[config.mk]
export PLATFORM = sky130hd
export DESIGN_NAME = mem_port_arbiter
export DESIGN_NICKNAME = d
export VERILOG_FILES = /design/src/rtl/mem_port_arbiter.sv
export SDC_FILE = /design/constraint.sdc
export NUM_CORES = 1
export LEC_CHECK = 0
export CAP_MARGIN = 20
export CORE_MARGIN = 2
export CORE_UTILIZATION = 31
export CTS_CLUSTER_DIAMETER = 40
export DETAILED_ROUTE_END_ITERATION = 10
export HOLD_SLACK_MARGIN = 0.03
export MAX_ROUTING_LAYER = met4
export PLACE_DENSITY = 0.77
export SETUP_SLACK_MARGIN = 0.3
export SLEW_MARGIN = 15
export SYNTH_ARGS = -nofsm -noshare
export SYNTH_HDL_FRONTEND = slang
export SYNTH_SLANG_ARGS = --single-unit
export TNS_END_PERCENT = 20
[constraint.sdc]
create_clock -name clk -period 2.2 [get_ports clk]
set_input_delay 0.44 -clock clk [delete_from_list [all_inputs] [get_ports clk]]
set_output_delay 0.44 -clock clk [all_outputs]
set_load 0.01 [all_outputs]
[src/rtl/mem_port_arbiter.sv]
// Shares one memory port between the instruction fetch unit and the load/store unit.
// One transaction in flight; LSU has priority, bounded by a starvation limit that forces IFU through.
module mem_port_arbiter #(
    parameter int ADDR_W       = 32,
    parameter int DATA_W       = 32,
    parameter int STARVE_LIMIT = 4
) (
    input  logic                clk,
    input  logic                rst,
    input  logic                ifu_req_valid,
    output logic                ifu_req_ready,
    input  logic [ADDR_W-1:0]   ifu_addr,
    output logic                ifu_resp_valid,
    output logic [DATA_W-1:0]   ifu_rdata,
    input  logic                lsu_req_valid,
    output logic                lsu_req_ready,
    input  logic [ADDR_W-1:0]   lsu_addr,
    input  logic                lsu_wen,
    input  logic [DATA_W-1:0]   lsu_wdata,
    input  logic [DATA_W/8-1:0] lsu_wmask,
    output logic                lsu_resp_valid,
    output logic [DATA_W-1:0]   lsu_rdata,
    output logic                mem_req_valid,
    input  logic                mem_req_ready,
    output logic [ADDR_W-1:0]   mem_addr,
    output logic                mem_wen,
    output logic [DATA_W-1:0]   mem_wdata,
    output logic [DATA_W/8-1:0] mem_wmask,
    input  logic                mem_resp_valid,
    input  logic [DATA_W-1:0]   mem_rdata,
    output logic                busy,
    output logic                proto_err
);

    localparam int MASK_W = DATA_W / 8;
    localparam int CNT_W  = $clog2(STARVE_LIMIT + 1);
    localparam logic [CNT_W-1:0] LIMIT = CNT_W'(STARVE_LIMIT);

    typedef enum logic [1:0] {
        IDLE,
        ISSUE,
        WAIT_RESP
    } state_t;

    state_t           state;
    logic             owner_lsu;
    logic [CNT_W-1:0] starve_cnt;
    logic             in_idle;
    logic             grant_lsu;
    logic             grant_ifu;

    // Grant is decided purely from registered state and requester valids,
    // so mem_req_ready never reaches the requester ready signals.
    always_comb begin
        in_idle   = (state == IDLE) && !rst;
        grant_lsu = in_idle && lsu_req_valid && !(ifu_req_valid && (starve_cnt == LIMIT));
        grant_ifu = in_idle && ifu_req_valid && !grant_lsu;
    end

    assign ifu_req_ready  = grant_ifu;
    assign lsu_req_ready  = grant_lsu;
    assign mem_req_valid  = (state == ISSUE);
    assign busy           = (state != IDLE);
    assign ifu_resp_valid = (state == WAIT_RESP) && mem_resp_valid && !owner_lsu;
    assign lsu_resp_valid = (state == WAIT_RESP) && mem_resp_valid && owner_lsu;
    assign ifu_rdata      = mem_rdata;
    assign lsu_rdata      = mem_rdata;

    always_ff @(posedge clk or posedge rst) begin
        if (rst) begin
            state      <= IDLE;
            owner_lsu  <= 1'b0;
            starve_cnt <= '0;
            proto_err  <= 1'b0;
            mem_addr   <= '0;
            mem_wen    <= 1'b0;
            mem_wdata  <= '0;
            mem_wmask  <= '0;
        end else begin
            // A response is only legal while a transaction is waiting for it.
            if (mem_resp_valid && (state != WAIT_RESP))
                proto_err <= 1'b1;

            case (state)
                IDLE: begin
                    if (grant_lsu) begin
                        state     <= ISSUE;
                        owner_lsu <= 1'b1;
                        mem_addr  <= lsu_addr;
                        mem_wen   <= lsu_wen;
                        mem_wdata <= lsu_wdata;
                        mem_wmask <= lsu_wmask;
                        if (!ifu_req_valid)
                            starve_cnt <= '0;
                        else if (starve_cnt != LIMIT)
                            starve_cnt <= starve_cnt + 1'b1;
                    end else if (grant_ifu) begin
                        state      <= ISSUE;
                        owner_lsu  <= 1'b0;
                        mem_addr   <= ifu_addr;
                        mem_wen    <= 1'b0;
                        mem_wdata  <= '0;
                        mem_wmask  <= {MASK_W{1'b0}};
                        starve_cnt <= '0;
                    end
                end
                ISSUE: begin
                    if (mem_req_ready)
                        state <= WAIT_RESP;
                end
                WAIT_RESP: begin
                    if (mem_resp_valid)
                        state <= IDLE;
                end
                default: state <= IDLE;
            endcase
        end
    end

endmodule

==> summary by stage <==
Synthesis
The primary flip-flop cell chosen by synthesis mapping is dfrtp_1. The library cell occupying the most area in the post-synthesis netlist is dfrtp_1. Synthesis instantiated 31 different standard cells from the library. Sorting the synthesized cells by how often they occur yields dfrtp_1, buf_4, a22o_1. The number of warning messages in the yosys log is 0. The area share of the largest cell type after synthesis is 50.7%.

In this run, synthesis inferred 0 flip-flops with an integrated enable. Counting every net in the synthesized netlist gives 478. The total of flip-flops plus latches after synthesis is between 70 and 80. The post-synthesis async set-or-reset flop share is between 90% and 100%. After synthesis, the mean cell area works out to ~11 um^2. The total standard cell area after synthesis is 3750 um^2. Sequential cells were found to cover 50.7% of the synthesized design area. The instance count of the mapped netlist is ~340. By area the synthesized netlist is led by dfrtp_1, buf_4, a22o_1. The most common cell in the synthesized netlist is dfrtp_1.

Placement
Before CTS, the worst setup slack after placement is -448 ps. The final HPWL from detailed placement is between 8000 and 9000 um. Port buffering added 182 buffers. Summing all placed instances gives a cell area of 5340 um^2. After detailed placement, the design holds a cell count of just under 600.

The final RePlAce weighted congestion is 0.792.

Setup path
The path type of the worst setup path is reg -> out. The terminus of the critical flop-to-flop path is starve_cnt[1]$_DFFE_PP0P_. The worst setup path is captured at an output port. Traced cell by cell, the critical path runs through or4b_4, nor2_8, nor2_1, buf_2. Together, buffers and inverters on the worst path number 1.

The worst setup path is launched from a flop. The first element of the critical path is state[1]$_DFFE_PP0P_. STA puts the critical path data required time at between 1500 and 2000 ps. The reg-to-reg setup timing slack is 410 ps. In this run the worst path has a maximum fanout of 4. The largest single stage delay on the critical path is 580 ps. The largest individual stage delay along the critical path comes from the cell or4b_4. The arrival time reported for the critical path endpoint is about 1600 ps.

The worst flop-to-flop path startpoint is state[1]$_DFFE_PP0P_. The largest delay contributor family on the critical path is simple AND/OR/NAND/NOR gates. Following the worst setup path forward leads to its endpoint at ifu_req_ready.

The cell count along the critical path is 4. Counting cells, the worst reg-to-reg path comes to 4.

Power
IR analysis of the VDD net gives a maximum drop of approximately 0.00065 V. In this run the power density over the cells is 1320 nW/um^2. The leakage power total is about 2.4 nW.

STA
Summed over all failing endpoints, the final setup total negative slack is 0 ps. Across all setup checks in the final design, the least slack found is between 100 and 150 ps. The post-route clock skew is 4.69 ps. The number of failing hold endpoints at the final stage is 0.

The count of final setup violators is 0. The number of pins with negative max-slew slack in the final report is 0. The tightest slew margin relative to the limit is 74.5%. Setup repair after global routing could not meet its margin everywhere. For the pin with the worst max-slew slack, the measured transition is 383 ps.

The smallest clock period supported by the final layout is computed as about 2100 ps. The final critical path takes up about 94% of the cycle. For this run, the top clock speed supported by timing is 483 MHz.

Layout
The multi-input combinational cells in the finished layout cover a total of ~1200 um^2. The net count of the finished layout is between 500 and 600. Of the cells placed in the final design, the portion with a size suffix greater than 1 is between 10 and 15%. The fill cell instance count of the final layout is approximately 1100. The layout overhead on the synthesized area is 51.6%. Once layout is done, the placed cells without fillers occupy around 5700 um^2. Cells fill 47.7% of the core in the end.

The number of cells in the finished layout apart from fillers is 607. The total inserted antenna cells is 0. In the final layout, flip-flops and latches occupy between 1500 and 2000 um^2.

Die
During I/O placement, the number of pins put on the boundary was around 280. From left edge to right edge, the die measures around 110 um. The total die area is about 13000 um^2. In this run the standard cell core region covers around 12000 um^2. The height of the chip is around 110 um. Row generation in the floorplan step produced 40 rows.

The starting density of the core is approximately a third.

CTS
The later pin in the worst-skew pair is clocked with a latency of roughly 330 ps. The maximum buffer depth of the clock tree is 2. The clock tree synthesis step divided the H-tree into 3 levels. In this run the clock root is driven by a clkbuf_16. Clock tree synthesis found a total of 76 sinks. The TritonCTS clock tree is built. The number of post-CTS setup repair buffers is 0.

The number of hold buffers added after CTS was 0. Clock tree synthesis inserted a total of 9 buffers. After clock tree synthesis, the clock-pin slew on the worst setup and hold paths is ~60 ps.

Drt
The number of design-rule violations left by the first detailed-router iteration is about 130. In the final routed layout, each cell accounts on average for a little under 20 um. The sum of routed wire length over all layers is ~12000 um.

In the routed design, unresolved DRC markers number 0. The count of nets left with antenna violations after detail routing is 0. Summing over every cut layer, the via total after detailed routing is roughly 3100. In the routed layout, each cell is associated on average with a via count of roughly 5.1. The number of optimization iterations in the first detailed-route pass is 4.

Global routing
After global routing the overflow that remains totals 0. The number of antenna violations at the first check in global routing is 0. Entering global routing, the biggest net connects a little under 50 pins.

The global-route wire length before repair is ~18000 um. For this run, the total global-route usage over all layers was measured as a little under a fifth. The via count of the first global-routing pass is roughly 3300.

Outcome
The flow ran to the end, and the final reports show no timing, DRC or antenna violations.

Job
The tool flagged a number of max-cap violations equal to 0.

Worst hold path
The tightest min-delay check is of the reg -> reg type.
## worst min path at each step
stage,startpoint,cells past startpoint,slack [ps],endpoint
after global placement,proto_err$_DFFE_PP0P_,1,450,proto_err$_DFFE_PP0P_
after global routing,proto_err$_DFFE_PP0P_,1,500,proto_err$_DFFE_PP0P_
after floorplan,owner_lsu$_DFFE_PP0P_,1,470,owner_lsu$_DFFE_PP0P_
after CTS,proto_err$_DFFE_PP0P_,1,470,proto_err$_DFFE_PP0P_
final,proto_err$_DFFE_PP0P_,1,470,proto_err$_DFFE_PP0P_
after detailed placement,proto_err$_DFFE_PP0P_,1,460,proto_err$_DFFE_PP0P_
## cell families (layout without fill, tap and decap cells)
logic type               count (synthesis)  count (layout)  share of synthesized area, %
multiplexers                             1               1                         0.267
flip-flops                              76              76                          50.7
AND/OR/NAND/NOR                         50              50                          7.94
AO/OA/AOI/OAI                          110             110                          23.1
adder cells (fa/ha/maj)                  2               2                         0.667
buffers and inverters                   98             221                          17.4
## cell type report
cell class / count / share of cell area [%]
multi-input cells: 163 / 21.5
clock buffers: 12 / 4.51
inverters: 4 / 0.330
flip-flops and latches: 76 / 33.5
well taps: 147 / 3.24
repair buffers: 201 / 35.3
clock inverters: 4 / 1.67
## cell usage in the layout (no fill, tap or decap), drive strengths merged, types with 3 or more instances in the layout
master	synthesis	layout
a2bb2oi	31	31
bufinv	0	3
o22ai	31	31
o21ai	3	3
nand3	33	33
dfrtp	76	76
dlygate4sd2	0	4
clkdlybuf4s50	0	174
buf	79	22
a22o	37	37
inv	4	3
clkbuf	15	12
nand2b	3	3
## report_power, final
part           internal, mW  switching, mW  total, mW  leakage, nW
clock                  1.17          0.535       1.70        0.173
sequential             2.07          0.429       2.50        0.937
combinational          2.02           1.29       3.30         1.27
total                  5.26           2.25       7.51         2.38
## state kept, by name, indices dropped and copies added, names as in the netlist
name	count
mem_wmask	4
owner_lsu	1
state	2
starve_cnt	3
proto_err	1
mem_wen	1
mem_addr	32
mem_wdata	32
## stage by stage
step	hold WS, ps	total power, mW
floorplan	466	4.01
global placement	447	5.81
detailed placement	459	5.85
CTS	472	7.61
global route	501	7.95
finish	470	7.51
## repair_timing
| item | 4_1_cts | 5_1_grt |
|---|---|---|
| gates resized for setup | 21 | 2 |
| endpoints found under the setup margin | 51 | 8 |
| endpoints found under the hold margin | 0 | 0 |
| pin swaps | 2 | 0 |
## layer usage
layer,track usage [%],vias up,share of wire [%]
met5,-,-,0
met4,9.02,0,3.0
met3,5.10,24,8.8
met2,31.0,200,50
met1,19.7,1404,38
li1,-,1438,-
(Power assumes the default switching activity.)
